[src/rtl/lcm_pkt_pkg.sv]
// Packet definitions shared by the LCM initiator and the LCM-side parser.
// A packet is two 134-bit words: {flag[1:0], vbytes[3:0], data[127:0]}.
//   head data: [127:120]dst [119:112]src [111:104]opcode [103:96]reg [95:88]seq, rest 0
//   tail data: [127:64]value, [63:0]=0
package lcm_pkt_pkg;

  typedef struct packed {
    logic [1:0]   flag;
    logic [3:0]   vbytes;
    logic [127:0] data;
  } word_t;

  typedef struct packed {
    logic [7:0] dst;
    logic [7:0] src;
    logic [7:0] op;
    logic [7:0] rg;
    logic [7:0] seq;
  } hdr_t;

  localparam logic [1:0] FLAG_HEAD  = 2'b01;
  localparam logic [1:0] FLAG_TAIL  = 2'b10;
  localparam logic [3:0] VBYTES_ALL = 4'hF;

  localparam logic [7:0] OP_WR     = 8'h01;
  localparam logic [7:0] OP_RD     = 8'h02;
  localparam logic [7:0] OP_RD_RSP = 8'h03;

  // Field positions inside word_t.data
  localparam int HDR_LSB = 88;
  localparam int VAL_LSB = 64;

  typedef enum logic [2:0] {
    S_IDLE, S_SEND_HDR, S_SEND_TAIL, S_WAIT_RSP, S_DONE
  } state_t;

  function automatic word_t build_head(input hdr_t h);
    word_t w;
    w = '0;
    w.flag = FLAG_HEAD;
    w.vbytes = VBYTES_ALL;
    w.data[HDR_LSB +: 40] = h;
    return w;
  endfunction

  function automatic word_t build_tail(input logic [63:0] v);
    word_t w;
    w = '0;
    w.flag = FLAG_TAIL;
    w.vbytes = VBYTES_ALL;
    w.data[VAL_LSB +: 64] = v;
    return w;
  endfunction

  function automatic hdr_t parse_head(input logic [39:0] hdr_bits);
    return hdr_t'(hdr_bits);
  endfunction

endpackage

[src/rtl/lcm_initiator_if.sv]
// Bus bundle of the LCM initiator: CPU request/response port, command packet
// output toward DMUX->LCM, and reply packet input from the MUX return path.
//   master: the initiator side (drives req_ready, rsp_*, out_cmd_*)
//   slave : the host/pipeline side
interface lcm_initiator_if;
  import lcm_pkt_pkg::*;

  logic        req_valid;
  logic        req_ready;
  logic        req_wr;
  logic [7:0]  req_reg;
  logic [63:0] req_wdata;

  logic        rsp_valid;
  logic [63:0] rsp_rdata;
  logic        rsp_err;

  word_t       out_cmd_data;
  logic        out_cmd_data_wr;
  logic        out_cmd_data_valid;
  logic        out_cmd_data_valid_wr;
  logic        out_cmd_data_ready;

  word_t       in_rsp_data;
  logic        in_rsp_data_wr;
  logic        in_rsp_data_valid;
  logic        in_rsp_data_valid_wr;

  modport master (
    input  req_valid, req_wr, req_reg, req_wdata, out_cmd_data_ready,
           in_rsp_data, in_rsp_data_wr, in_rsp_data_valid, in_rsp_data_valid_wr,
    output req_ready, rsp_valid, rsp_rdata, rsp_err,
           out_cmd_data, out_cmd_data_wr, out_cmd_data_valid, out_cmd_data_valid_wr
  );

  modport slave (
    output req_valid, req_wr, req_reg, req_wdata, out_cmd_data_ready,
           in_rsp_data, in_rsp_data_wr, in_rsp_data_valid, in_rsp_data_valid_wr,
    input  req_ready, rsp_valid, rsp_rdata, rsp_err,
           out_cmd_data, out_cmd_data_wr, out_cmd_data_valid, out_cmd_data_valid_wr
  );
endinterface

[src/rtl/lcm_rsp_parser.sv]
// Reply capture for the LCM initiator. Watches the return word stream and
// pulses match_o on the tail of a read reply whose head carried
// {dst=SRC_ID, src=LMID, opcode=RD_RSP, reg=exp_reg_i, seq=exp_seq_i}.
// Ports:
//   clk, rst_n     clock, async active-low reset
//   en_i           capture enabled (initiator waiting for a reply)
//   exp_reg_i/_seq_i  expected reg number / sequence
//   data_i, wr_i   reply word and strobe
//   valid_i, valid_wr_i  packet valid and its strobe
//   match_o        combinational: this cycle's tail completes a match
//   value_o        tail value, meaningful with match_o
module lcm_rsp_parser
  import lcm_pkt_pkg::*;
#(
  parameter logic [7:0] LMID   = 8'd3,
  parameter logic [7:0] SRC_ID = 8'd0
) (
  input  logic        clk,
  input  logic        rst_n,
  input  logic        en_i,
  input  logic [7:0]  exp_reg_i,
  input  logic [7:0]  exp_seq_i,
  input  word_t       data_i,
  input  logic        wr_i,
  input  logic        valid_i,
  input  logic        valid_wr_i,
  output logic        match_o,
  output logic [63:0] value_o
);

  hdr_t h;
  logic head_ok, is_head, is_tail, discard;
  logic hdr_ok_q, hdr_ok_d;

  logic unused_bits;
  assign unused_bits = ^{data_i.vbytes, data_i.data[VAL_LSB-1:0]};

  assign h       = parse_head(data_i.data[HDR_LSB +: 40]);
  assign is_head = wr_i && (data_i.flag == FLAG_HEAD);
  assign is_tail = wr_i && (data_i.flag == FLAG_TAIL);
  // Packet explicitly marked invalid: drop whatever has been captured.
  assign discard = valid_wr_i && !valid_i;
  assign head_ok = (h.dst == SRC_ID) && (h.src == LMID) && (h.op == OP_RD_RSP) &&
                   (h.rg == exp_reg_i) && (h.seq == exp_seq_i);

  always_comb begin
    hdr_ok_d = hdr_ok_q;
    if (!en_i || discard)  hdr_ok_d = 1'b0;
    else if (is_head)      hdr_ok_d = head_ok;   // a new head restarts capture
    else if (is_tail)      hdr_ok_d = 1'b0;
  end

  always_ff @(posedge clk or negedge rst_n) begin
    if (!rst_n) hdr_ok_q <= 1'b0;
    else        hdr_ok_q <= hdr_ok_d;
  end

  assign match_o = en_i && hdr_ok_q && is_tail && !discard;
  assign value_o = data_i.data[VAL_LSB +: 64];

endmodule

[src/rtl/lcm_initiator.sv]
// Host-side initiator for LCM register access. Accepts one read/write request,
// emits a head+tail command packet, and for reads waits for the matching reply
// (or a timeout) before pulsing rsp_valid.
// Ports:
//   clk, rst_n   clock, async active-low reset
//   bus          lcm_initiator_if.master: req_*, rsp_*, out_cmd_*, in_rsp_*
// All bus outputs are registered and clear on reset.
module lcm_initiator
  import lcm_pkt_pkg::*;
#(
  parameter logic [7:0]  LMID    = 8'd3,
  parameter logic [7:0]  SRC_ID  = 8'd0,
  parameter logic [15:0] TIMEOUT = 16'd4096
) (
  input  logic             clk,
  input  logic             rst_n,
  lcm_initiator_if.master  bus
);

  state_t      state_q, state_d;
  logic [7:0]  seq_q, seq_d;
  logic [15:0] cnt_q, cnt_d;
  logic        lat_wr_q, lat_wr_d;
  logic [7:0]  lat_reg_q, lat_reg_d;
  logic [63:0] lat_wdata_q, lat_wdata_d;
  logic [63:0] res_data_q, res_data_d;
  logic        res_err_q, res_err_d;
  logic        req_ready_q, req_ready_d;
  word_t       cmd_data_q, cmd_data_d;
  logic        cmd_wr_q, cmd_wr_d;
  logic        cmd_tail_q, cmd_tail_d;
  logic        rsp_valid_q, rsp_valid_d;
  logic [63:0] rsp_rdata_q, rsp_rdata_d;
  logic        rsp_err_q, rsp_err_d;

  logic        match;
  logic [63:0] match_val;
  hdr_t        hdr;

  lcm_rsp_parser #(.LMID(LMID), .SRC_ID(SRC_ID)) u_parser (
    .clk        (clk),
    .rst_n      (rst_n),
    .en_i       (state_q == S_WAIT_RSP),
    .exp_reg_i  (lat_reg_q),
    .exp_seq_i  (seq_q),
    .data_i     (bus.in_rsp_data),
    .wr_i       (bus.in_rsp_data_wr),
    .valid_i    (bus.in_rsp_data_valid),
    .valid_wr_i (bus.in_rsp_data_valid_wr),
    .match_o    (match),
    .value_o    (match_val)
  );

  always_comb begin
    hdr.dst = LMID;
    hdr.src = SRC_ID;
    hdr.op  = lat_wr_q ? OP_WR : OP_RD;
    hdr.rg  = lat_reg_q;
    hdr.seq = seq_q;
  end

  always_comb begin
    state_d     = state_q;
    seq_d       = seq_q;
    cnt_d       = cnt_q;
    lat_wr_d    = lat_wr_q;
    lat_reg_d   = lat_reg_q;
    lat_wdata_d = lat_wdata_q;
    res_data_d  = res_data_q;
    res_err_d   = res_err_q;
    cmd_data_d  = cmd_data_q;   // last word stays on the bus; wr qualifies it
    cmd_wr_d    = 1'b0;
    cmd_tail_d  = 1'b0;
    rsp_valid_d = 1'b0;
    rsp_rdata_d = '0;
    rsp_err_d   = 1'b0;

    case (state_q)
      S_IDLE: begin
        if (bus.req_valid && req_ready_q) begin
          lat_wr_d    = bus.req_wr;
          lat_reg_d   = bus.req_reg;
          lat_wdata_d = bus.req_wdata;
          state_d     = S_SEND_HDR;
        end
      end
      S_SEND_HDR: begin
        if (bus.out_cmd_data_ready) begin
          cmd_data_d = build_head(hdr);
          cmd_wr_d   = 1'b1;
          state_d    = S_SEND_TAIL;
        end
      end
      S_SEND_TAIL: begin
        if (bus.out_cmd_data_ready) begin
          cmd_data_d = build_tail(lat_wr_q ? lat_wdata_q : 64'h0);
          cmd_wr_d   = 1'b1;
          cmd_tail_d = 1'b1;
          cnt_d      = '0;
          res_data_d = '0;
          res_err_d  = 1'b0;
          state_d    = lat_wr_q ? S_DONE : S_WAIT_RSP;
        end
      end
      S_WAIT_RSP: begin
        cnt_d = cnt_q + 16'd1;
        // Leave on the edge where the counter reaches TIMEOUT-1, so the
        // response lands exactly TIMEOUT cycles after the tail.
        // A match in that same cycle takes priority.
        if (match) begin
          res_data_d = match_val;
          res_err_d  = 1'b0;
          state_d    = S_DONE;
        end else if (cnt_q == TIMEOUT - 16'd2) begin
          res_data_d = '0;
          res_err_d  = 1'b1;
          state_d    = S_DONE;
        end
      end
      S_DONE: begin
        rsp_valid_d = 1'b1;
        rsp_rdata_d = res_data_q;
        rsp_err_d   = res_err_q;
        seq_d       = seq_q + 8'd1;
        state_d     = S_IDLE;
      end
      default: state_d = S_IDLE;
    endcase

    // Registered so it reads 0 while in reset like every other output.
    req_ready_d = (state_d == S_IDLE);
  end

  always_ff @(posedge clk or negedge rst_n) begin
    if (!rst_n) begin
      state_q     <= S_IDLE;
      seq_q       <= '0;
      cnt_q       <= '0;
      lat_wr_q    <= 1'b0;
      lat_reg_q   <= '0;
      lat_wdata_q <= '0;
      res_data_q  <= '0;
      res_err_q   <= 1'b0;
      req_ready_q <= 1'b0;
      cmd_data_q  <= '0;
      cmd_wr_q    <= 1'b0;
      cmd_tail_q  <= 1'b0;
      rsp_valid_q <= 1'b0;
      rsp_rdata_q <= '0;
      rsp_err_q   <= 1'b0;
    end else begin
      state_q     <= state_d;
      seq_q       <= seq_d;
      cnt_q       <= cnt_d;
      lat_wr_q    <= lat_wr_d;
      lat_reg_q   <= lat_reg_d;
      lat_wdata_q <= lat_wdata_d;
      res_data_q  <= res_data_d;
      res_err_q   <= res_err_d;
      req_ready_q <= req_ready_d;
      cmd_data_q  <= cmd_data_d;
      cmd_wr_q    <= cmd_wr_d;
      cmd_tail_q  <= cmd_tail_d;
      rsp_valid_q <= rsp_valid_d;
      rsp_rdata_q <= rsp_rdata_d;
      rsp_err_q   <= rsp_err_d;
    end
  end

  assign bus.req_ready             = req_ready_q;
  assign bus.rsp_valid             = rsp_valid_q;
  assign bus.rsp_rdata             = rsp_rdata_q;
  assign bus.rsp_err               = rsp_err_q;
  assign bus.out_cmd_data          = cmd_data_q;
  assign bus.out_cmd_data_wr       = cmd_wr_q;
  assign bus.out_cmd_data_valid    = cmd_tail_q;
  assign bus.out_cmd_data_valid_wr = cmd_tail_q;

endmodule

[src/flat_wrapper.sv]
// flat-port wrapper written by rule: the top's interface ports become plain ports
module lcm_initiator_flat import lcm_pkt_pkg::*;
#(
  parameter logic [7:0]  LMID    = 8'd3,
  parameter logic [7:0]  SRC_ID  = 8'd0,
  parameter logic [15:0] TIMEOUT = 16'd4096
)
  (clk, rst_n, bus_req_valid, bus_req_wr, bus_req_reg, bus_req_wdata, bus_out_cmd_data_ready, bus_in_rsp_data, bus_in_rsp_data_wr, bus_in_rsp_data_valid, bus_in_rsp_data_valid_wr, bus_req_ready, bus_rsp_valid, bus_rsp_rdata, bus_rsp_err, bus_out_cmd_data, bus_out_cmd_data_wr, bus_out_cmd_data_valid, bus_out_cmd_data_valid_wr);
  lcm_initiator_if bus_i ();
  input  logic clk;
  input  logic rst_n;
  input wire logic [$bits(bus_i.req_valid)-1:0] bus_req_valid;
  input wire logic [$bits(bus_i.req_wr)-1:0] bus_req_wr;
  input wire logic [$bits(bus_i.req_reg)-1:0] bus_req_reg;
  input wire logic [$bits(bus_i.req_wdata)-1:0] bus_req_wdata;
  input wire logic [$bits(bus_i.out_cmd_data_ready)-1:0] bus_out_cmd_data_ready;
  input wire logic [$bits(bus_i.in_rsp_data)-1:0] bus_in_rsp_data;
  input wire logic [$bits(bus_i.in_rsp_data_wr)-1:0] bus_in_rsp_data_wr;
  input wire logic [$bits(bus_i.in_rsp_data_valid)-1:0] bus_in_rsp_data_valid;
  input wire logic [$bits(bus_i.in_rsp_data_valid_wr)-1:0] bus_in_rsp_data_valid_wr;
  output wire logic [$bits(bus_i.req_ready)-1:0] bus_req_ready;
  output wire logic [$bits(bus_i.rsp_valid)-1:0] bus_rsp_valid;
  output wire logic [$bits(bus_i.rsp_rdata)-1:0] bus_rsp_rdata;
  output wire logic [$bits(bus_i.rsp_err)-1:0] bus_rsp_err;
  output wire logic [$bits(bus_i.out_cmd_data)-1:0] bus_out_cmd_data;
  output wire logic [$bits(bus_i.out_cmd_data_wr)-1:0] bus_out_cmd_data_wr;
  output wire logic [$bits(bus_i.out_cmd_data_valid)-1:0] bus_out_cmd_data_valid;
  output wire logic [$bits(bus_i.out_cmd_data_valid_wr)-1:0] bus_out_cmd_data_valid_wr;
  assign bus_i.req_valid = bus_req_valid;
  assign bus_i.req_wr = bus_req_wr;
  assign bus_i.req_reg = bus_req_reg;
  assign bus_i.req_wdata = bus_req_wdata;
  assign bus_i.out_cmd_data_ready = bus_out_cmd_data_ready;
  assign bus_i.in_rsp_data = bus_in_rsp_data;
  assign bus_i.in_rsp_data_wr = bus_in_rsp_data_wr;
  assign bus_i.in_rsp_data_valid = bus_in_rsp_data_valid;
  assign bus_i.in_rsp_data_valid_wr = bus_in_rsp_data_valid_wr;
  assign bus_req_ready = bus_i.req_ready;
  assign bus_rsp_valid = bus_i.rsp_valid;
  assign bus_rsp_rdata = bus_i.rsp_rdata;
  assign bus_rsp_err = bus_i.rsp_err;
  assign bus_out_cmd_data = bus_i.out_cmd_data;
  assign bus_out_cmd_data_wr = bus_i.out_cmd_data_wr;
  assign bus_out_cmd_data_valid = bus_i.out_cmd_data_valid;
  assign bus_out_cmd_data_valid_wr = bus_i.out_cmd_data_valid_wr;
  lcm_initiator #(.LMID(LMID), .SRC_ID(SRC_ID), .TIMEOUT(TIMEOUT)) u_core (.clk(clk), .rst_n(rst_n), .bus(bus_i));
endmodule
[config.mk]
export PLATFORM = sky130hd
export DESIGN_NAME = lcm_initiator_flat
export DESIGN_NICKNAME = d
export VERILOG_FILES = /design/src/rtl/lcm_pkt_pkg.sv /design/src/rtl/lcm_initiator_if.sv /design/src/rtl/lcm_rsp_parser.sv /design/src/rtl/lcm_initiator.sv /design/src/flat_wrapper.sv
export SDC_FILE = /design/constraint.sdc
export NUM_CORES = 1
export LEC_CHECK = 0
export BUFFER_PORTS_ARGS = -buffer_cell sky130_fd_sc_hd__clkbuf_2
export CORE_MARGIN = 3
export CORE_UTILIZATION = 55
export CTS_CLUSTER_SIZE = 14
export DETAILED_ROUTE_END_ITERATION = 8
export GPL_ROUTABILITY_DRIVEN = 0
export PLACE_DENSITY = 0.87
export SETUP_SLACK_MARGIN = 0.5
export SLEW_MARGIN = 20
export SYNTH_ARGS = -nofsm -noshare
export SYNTH_HDL_FRONTEND = slang
export SYNTH_HIERARCHICAL = 1
export SYNTH_SLANG_ARGS = --single-unit
export TNS_END_PERCENT = 10
[constraint.sdc]
create_clock -name clk -period 6 [get_ports clk]
set_input_delay 0.3 -clock clk [delete_from_list [all_inputs] [get_ports clk]]
set_output_delay 0.3 -clock clk [all_outputs]
set_load 0.02 [all_outputs]
**Word-level counts from Yosys, hierarchy flattened**

Index checks and enable logic that the tools add are counted.

- Output and inout port bits: 204
- Register bits after elaboration: 369
- Bits of input ports: 214

- Add/sub/neg operators: 2
- Mux-type cells: 31
- Equal/unequal tests: 14
- Reduce and logical (&&, ||, !) cells: 26

Operator list:

| operator | count |
|---|---|
| 64-bit 2-to-1 mux | 5 |
| 134-bit 2-to-1 mux | 2 |
| 134-bit one-hot mux with 2 select lines | 1 |
| 64-bit one-hot mux with 2 select lines | 1 |
| 16-bit one-hot mux with 2 select lines | 1 |
| 3-bit 2-to-1 mux | 6 |
| 16-bit by 1-bit adder with 16-bit output (second input constant) | 1 |
| 16-bit by 12-bit equality test with 1-bit output (second input constant) | 1 |
| 8-bit by 2-bit equality test with 1-bit output (second input constant) | 2 |
| 8-bit equality test | 2 |
| 16-bit 2-to-1 mux | 1 |
| 3-bit one-hot mux with 4 select lines | 1 |
| 1-bit logical AND | 11 |
| 1-bit 2-to-1 mux | 11 |
| 8-bit by 1-bit adder with 8-bit output (second input constant) | 1 |
| 8-bit logical NOT | 1 |
| 3-bit by 2-bit equality test with 1-bit output (second input constant) | 2 |
| 3-bit logical NOT | 2 |
| 3-bit AND reduction | 2 |
| 2-bit inequality test (second input constant) | 2 |
| 2-bit AND reduction | 2 |
| 2-bit nonzero test | 2 |
| 3-bit by 1-bit equality test with 1-bit output (second input constant) | 1 |
| 3-bit equality test (second input constant) | 1 |
| 9 further kinds | 11 |

**Longest topological paths before layout**

Gate-level depths: netlist of run 1.

- Depth in word-level cells: 7
- Depth in mapped cells: 11
- Mapped depth without buffers: 7

**Modules after synthesis**

Netlist of run 1, hierarchy kept.

By module, submodules not included:

| module | area each (um2) | instances | cells an instance |
|---|---|---|---|
| lcm_initiator | 12,479.5 | 1 | 1,022 |
| lcm_rsp_parser | 822.0 | 1 | 104 |

**Worst setup path before layout of run 1**

Ideal clock, no wire load.

- Path type: reg2reg
- Start: reg u_core.state_q[2]
- End: reg u_core.res_data_q[10]
- Library setup time: 66 ps
- Stages on the path, launching flop included: 12
- Path slack: 3,900 ps
- Data required time: 5,934 ps
- Arrival time: 2,034 ps
- Period minus slack after synthesis: 2,100 ps
- Cell sequence: dfrtp_1 -> buf_2 -> nand3b_4 -> inv_2 -> buf_4 -> o211ai_1 -> nor3_1 -> and2_1 -> buf_2 -> buf_2 -> a22oi_1 -> nand2_1

- Longest elaborated chain between the ends: 6
- Elaborated cells between the ends (all ways): 11
- Those cells by class: eq/ne (4); mux (2); reduce/logical (5)

Ends and longest elaborated chain:

| item | line | RTL |
|---|---|---|
| start, declared | lcm_initiator.sv:20 | `state_t state_q, state_d;` |
| start signal, assigned | lcm_initiator.sv:152 | `state_q <= state_d;` |
| 3-bit by 2-bit equality test with 1-bit output (*) | lcm_initiator.sv:43 | `.en_i (state_q == S_WAIT_RSP),` |
| 1-bit logical AND (*) (3 in a row) | lcm_rsp_parser.sv:58 | `assign match_o = en_i && hdr_ok_q && is_tail && !discard;` |
| named net u_core.match | lcm_initiator.sv:36 | `logic match;` |
| 3-bit by 1-bit inequality test with 1-bit output (no line) or 64-bit 2-to-1 mux (tied branches) | - |  |
| 3-bit AND reduction (no line) or 64-bit one-hot mux with 2 select lines (tied branches) | - |  |
| end signal, assigned | lcm_initiator.sv:158 | `res_data_q <= res_data_d;` |
| end, declared | lcm_initiator.sv:26 | `logic [63:0] res_data_q, res_data_d;` |

The timed path passes the listed nets; every way through them passes the cells marked *.
A chain may end at the register's enable or synchronous reset.

**Worst setup path after layout of run 1**

- Start: reg u_core.state_q[1]
- End: reg u_core.res_data_q[15]

The elaborated chain is that of the path after synthesis.

==> impl_metrics.env, run 1 <==
export IMPL_status="complete, no violations"
export IMPL_p_leak_nw=8.31
export IMPL_core_mm2=0.0236
export IMPL_clock_latency_ns=0.55
export IMPL_floorplan_initialDensity_pct=56.3
export IMPL_report_final_setup_viol=0
export IMPL_rows=56
export IMPL_grt_pass1_wl_um=57200
export IMPL_synth_top_area_cell="dfrtp_1"
export IMPL_die_y_um=162
export IMPL_dr_pass1_iters=5
export IMPL_post_cts_buffers=0
export IMPL_clk_pin_slew_worst_paths_ns=0.07
export IMPL_ys_ff_latch=302
export IMPL_yosysTopAreaCellShare_pct=56.8
export IMPL_vdd_ir_drop_max_mv=0.319
export IMPL_yosysWarnings=6
export IMPL_synth_flop_cell="dfrtp_1"
export IMPL_path_class="reg2reg"
export IMPL_tns_ns=0
export IMPL_drv_cap=0
export IMPL_cts_root_buf="clkbuf_16"
export IMPL_layout_drive_gt1_share_pct=27.2
export IMPL_synth_cell_types=62
export IMPL_area_growth_pct=22.1
export IMPL_cp_max_fo=58
export IMPL_synth_most_common_cell="dfrtp_1"
export IMPL_async_flop_share_pct=100
export IMPL_drt_wl_total_um=36100
export IMPL_critPathMaxStageDelay_ns=0.65
export IMPL_cts_buffer_depth=3
export IMPL_powerDensity_mw_per_mm2=397
export IMPL_cp_end_kind="flip-flop"
export IMPL_design_area_mm2=0.0162
export IMPL_antenna_found_initial=1
export IMPL_dpl_instance_area_mm2=0.0141
export IMPL_die_w_um=162
export IMPL_cp_required_ns=6.48
export IMPL_avgSynthCellArea_um2=11.8
export IMPL_grt_pass1_vias=10438
export IMPL_drc=0
export IMPL_grt_usage_pct=27.3
export IMPL_startpoint_type="flip-flop"
export IMPL_crit_slowest_cell="dfrtp_1"
export IMPL_drt_iter0_drc=789
export IMPL_htree_levels=1
export IMPL_rsz0062_at_grt="no"
export IMPL_grt_max_degree=150
export IMPL_seq_area_frac_synth_pct=56.8
export IMPL_overflow=0
export IMPL_viasPerCell=5.63
export IMPL_dp_cells=1595
export IMPL_io_buffers=285
export IMPL_path_cells="nand3b_4 > inv_2 > o211ai_1 > nor3_1 > and2_2 > buf_4 > a22oi_1 > nand2_1"
export IMPL_fin_cells=1755
export IMPL_finalCritPeriodShare_pct=56.3
export IMPL_num_antenna_cells=0
export IMPL_ant_nets=0
export IMPL_arrival_ns=3.85
export IMPL_hpwlAfterDp_um=20600
export IMPL_slew_headroom_pct=26.2
export IMPL_avgRoutedWirePerCell_um=20.6
export IMPL_synthTopCellsByCount="dfrtp_1, buf_4, nand2_1"
export IMPL_fmax_ghz=0.296
export IMPL_hold_path_class="in2reg"
export IMPL_hold_viol_final=0
export IMPL_numCtsBuffers=31
export IMPL_pin_count=418
export IMPL_cts_sinks=302
export IMPL_finClkSkew_ns=0.0109
export IMPL_slew_violations=0
export IMPL_synth_area_leaders="dfrtp_1, buf_4, mux2_1, o211ai_1, a22oi_1"
export IMPL_crit_family="simple AND/OR/NAND/NOR gates"
export IMPL_dr_total_vias=9876
export IMPL_crit_buf_inv=2
export IMPL_fin_crit_ns=3.38
export IMPL_synth_cells=1126
export IMPL_worst_pin_slew_ns=1.11
export IMPL_synth_edff_count=0
export IMPL_fin_nets=1630
export IMPL_netlist_area_mm2=0.0133
export IMPL_cts_tree="yes"
export IMPL_fill_cells=1599
export IMPL_dieArea_mm2=0.0261
[where the power goes]
| part | switching [mW] | internal, mW |
|---|---|---|
| logic | 0.931 | 0.594 |
| registers | 0.370 | 2.44 |
| clock network | 0.794 | 1.32 |
| total | 2.10 | 4.36 |
[kinds of logic after synthesis]
| family | synth area share [%] |
|---|---|
| flip-flops | 56.8 |
| AO/OA/AOI/OAI | 13.9 |
| AND/OR/NAND/NOR | 10.3 |
| buffers and inverters | 10.7 |
| multiplexers | 6.34 |
| XOR/XNOR | 1.65 |
| adder cells (fa/ha/maj) | 0.282 |
| other | 0.0282 |
[layout by cell type (no fill, tap or decap), types with 10 or more instances in the layout]
| master | Yosys | layout |
|---|---|---|
| dfrtp_1 | 302 | 302 |
| clkbuf_2 | 0 | 284 |
| dlygate4sd3_1 | 0 | 104 |
| nand2_1 | 102 | 101 |
| o211ai_1 | 69 | 69 |
| and2_1 | 66 | 65 |
| a22oi_1 | 64 | 64 |
| conb_1 | 1 | 64 |
| mux2_1 | 48 | 48 |
| a22o_1 | 44 | 44 |
| clkbuf_16 | 0 | 31 |
| mux2_2 | 26 | 26 |
| and3_1 | 22 | 22 |
| a21oi_1 | 22 | 22 |
| xnor2_1 | 21 | 21 |
| o21ai_0 | 19 | 19 |
| o21ai_1 | 19 | 19 |
| nor2_1 | 12 | 11 |
| nand4_1 | 10 | 10 |
[per-layer routing]
layer | wire, um | up-vias | global-route usage, %
met5 | 13 | - | 0
met4 | 1450 | 2 | 10.2
met3 | 2910 | 110 | 6.62
met2 | 17900 | 515 | 46.2
met1 | 13800 | 4891 | 34.2
li1 | - | 4358 | -
[stage by stage]
step	hold WS [ns]	util (%)	total power [mW]	worst slack (ns)
floorplan	0.00441	-	3.78	3.90
CTS	0.00189	68.8	6.39	2.73
global placement	0.372	59.6	4.13	2.92
detailed placement	0.373	59.6	4.21	2.73
global route	0.00496	68.8	6.74	2.52
finish	0.0122	68.8	6.45	2.62
[registers in the layout, indices dropped and copies added (netlist names), 3 cells and up]
name	count
u_core/bus.rsp_rdata	64
u_core/seq_q	8
u_core/cnt_q	16
u_core/bus.out_cmd_data	67
u_core/res_data_q	64
u_core/lat_reg_q	8
u_core/state_q	3
u_core/lat_wdata_q	64
[final cells by class]
type / count / area, um^2 / area share [%]
Clock buffer: 44 / 885 / 5.45
Timing Repair Buffer: 397 / 2550 / 15.7
Multi-Input combinational cell: 672 / 4580 / 28.2
Clock inverter: 12 / 235 / 1.45
Tap cell: 319 / 399 / 2.46
Inverter: 9 / 36.3 / 0.223
Sequential cell: 302 / 7560 / 46.5
[worst paths after layout]
check	start	to	slack, ns	cells past startpoint
min reg2reg	u_core/cnt_q[15]	u_core/cnt_q[15]	0.48	1
max	u_core/state_q[1]	u_core/res_data_q[15]	2.62	8
max in group asynchronous	rst_n	u_core/bus.out_cmd_data[75]	4.38	3
min in group asynchronous	rst_n	u_core/bus.rsp_rdata[50]	0.36	2
max reg2reg	u_core/state_q[1]	u_core/res_data_q[15]	2.62	8
min	bus_req_wdata[63]	u_core/lat_wdata_q[63]	0.01	2
[what timing repair did]
item                                   4_1_cts  5_1_grt
gates resized for setup                      0        0
endpoints found under the hold margin      198        0
hold buffers                               104        0
Power figures use the tool's default switching activity.
==> inputs of run 2 (changes only) <==
Settings changed: CORE_UTILIZATION 55 to 51, PLACE_DENSITY 0.87 to 0.82.
Clock period 6 ns to 3.55 ns, I/O delays scaled along.
==> impl_metrics.env, run 2 (synthesis results as in run 1) <==
export IMPL_dr_total_vias=9971
export IMPL_worst_pin_slew_ns=0.921
export IMPL_grt_pass1_vias=10246
export IMPL_overflow=0
export IMPL_cp_max_fo=25
export IMPL_crit_buf_inv=2
export IMPL_startpoint_type="flip-flop"
export IMPL_slew_violations=0
export IMPL_clock_latency_ns=0.50
export IMPL_drc=0
export IMPL_fin_crit_ns=2.77
export IMPL_status="complete, no violations"
export IMPL_powerDensity_mw_per_mm2=644
export IMPL_grt_max_degree=120
export IMPL_slew_headroom_pct=38.6
export IMPL_core_mm2=0.0254
export IMPL_rsz0062_at_grt="no"
export IMPL_dieArea_mm2=0.0281
export IMPL_multi_input_area_mm2=0.00458
export IMPL_arrival_ns=3.19
export IMPL_final_cell_mix="dfrtp_1, clkbuf_2, dlygate4sd3_1"
export IMPL_fill_cells=1798
export IMPL_cp_end_kind="flip-flop"
export IMPL_fmax_ghz=0.361
export IMPL_numCtsBuffers=34
export IMPL_floorplan_initialDensity_pct=52.4
export IMPL_cp_required_ns=3.98
export IMPL_viasPerCell=5.49
export IMPL_grt_usage_pct=24.3
export IMPL_rows=58
export IMPL_finClkSkew_ns=0.0193
export IMPL_htree_levels=2
export IMPL_hold_path_class="in2reg"
export IMPL_critPathMaxStageDelay_ns=0.66
export IMPL_die_y_um=167
export IMPL_p_leak_nw=8.51
export IMPL_final_common_cell="dfrtp_1"
export IMPL_cts_root_buf="clkbuf_16"
export IMPL_crit_slowest_cell="dfrtp_1"
export IMPL_layout_drive_gt1_share_pct=27.1
export IMPL_fin_nets=1676
export IMPL_cts_tree="yes"
export IMPL_cts_buffer_depth=3
export IMPL_hold_viol_final=0
export IMPL_largest_register_ffs=67
export IMPL_antenna_found_initial=2
export IMPL_dr_pass1_iters=6
export IMPL_cts_sinks=302
export IMPL_final_util_pct=65.8
export IMPL_clk_pin_slew_worst_paths_ns=0.06
export IMPL_die_w_um=167
export IMPL_ant_nets=0
export IMPL_drt_iter0_drc=643
export IMPL_crit_family="simple AND/OR/NAND/NOR gates"
export IMPL_path_cells="nand3b_4 > inv_2 > o211ai_1 > nor3_1 > and2_2 > buf_12 > a22oi_1 > nand2_1"
export IMPL_io_buffers=285
export IMPL_path_class="reg2reg"
export IMPL_ctsResizeCount=0
export IMPL_grt_pass1_wl_um=55800
export IMPL_drv_cap=0
export IMPL_finalCritPeriodShare_pct=78.0
export IMPL_register_area_mm2=0.00756
export IMPL_vdd_ir_drop_max_mv=0.561
export IMPL_tns_ns=0
export IMPL_pin_count=418
export IMPL_report_final_setup_viol=0
export IMPL_drt_wl_total_um=35100
export IMPL_area_growth_pct=25.7
export IMPL_hpwlAfterDp_um=21000
export IMPL_avgRoutedWirePerCell_um=19.3
[run 2: cell types whose count changed in the layout (fill, tap and decap cells not counted), sizes merged]
cell,delta
buf,+9
clkinv,+1
dlygate4sd3,+34
bufinv,-6
inv,+2
clkbuf,+7
diode,+2
clkinvlp,+1
[run 2: final timing paths]
kind / from / to / slack [ns] / cells past startpoint
max in group asynchronous: rst_n / u_core/res_data_q[59] / 2.24 / 3
max: u_core/state_q[1] / u_core/res_data_q[12] / 0.78 / 8
min reg2reg: u_core/res_err_q / u_core/bus.rsp_err / 0.48 / 1
min in group asynchronous: rst_n / u_core/bus.rsp_rdata[50] / 0.36 / 2
max reg2reg: u_core/state_q[1] / u_core/res_data_q[12] / 0.78 / 8
min: bus_in_rsp_data_wr / u_core/u_parser/hdr_ok_q / 0.08 / 3
[run 2: per-layer routing]
layer	track usage, %	vias to the layer above	routed length (um)
met5	0	-	0
met4	10.2	0	1420
met3	5.48	108	2690
met2	40.2	488	17400
met1	31.2	4918	13500
li1	-	4457	-
[run 2: worst register-to-register path, delay by kind of cell (launching register included)]
family,cells,cell delay [ns]
AND/OR/NAND/NOR,4,1.45
flip-flops,1,0.66
buffers and inverters,2,0.37
AO/OA/AOI/OAI,2,0.21
[run 2: cell type report]
| cell class | count | share of cell area [%] |
|---|---|---|
| diodes | 2 | 0.0299 |
| clock buffers | 51 | 5.95 |
| clock inverters | 10 | 0.599 |
| inverters | 9 | 0.217 |
| multi-input cells | 672 | 27.4 |
| flip-flops and latches | 302 | 45.2 |
| well taps | 330 | 2.47 |
| repair buffers | 440 | 18.1 |
[run 2: what timing repair did]
action	in CTS	in global routing
setup buffers	0	0
endpoints found under the setup margin	0	0
endpoints found under the hold margin	250	0
hold buffers	138	0
[run 2: metrics by stage]
stage	instances	setup slack [ns]	power [mW]	area, um^2	hold slack, ns
global route	1816	0.611	11.2	16700	0.0582
CTS	1814	0.815	10.7	16700	0.0174
detailed placement	1615	0.858	7.16	14200	0.344
finish	1816	0.782	10.8	16700	0.0752
floorplan	1189	1.45	6.39	13500	-0.118
global placement	1615	0.913	7.03	14200	0.341
[run 2: report_power, final]
part / internal (mW) / switching, mW
clock: 2.02 / 1.39
combinational: 1.07 / 1.55
sequential: 4.13 / 0.586
total: 7.23 / 3.54
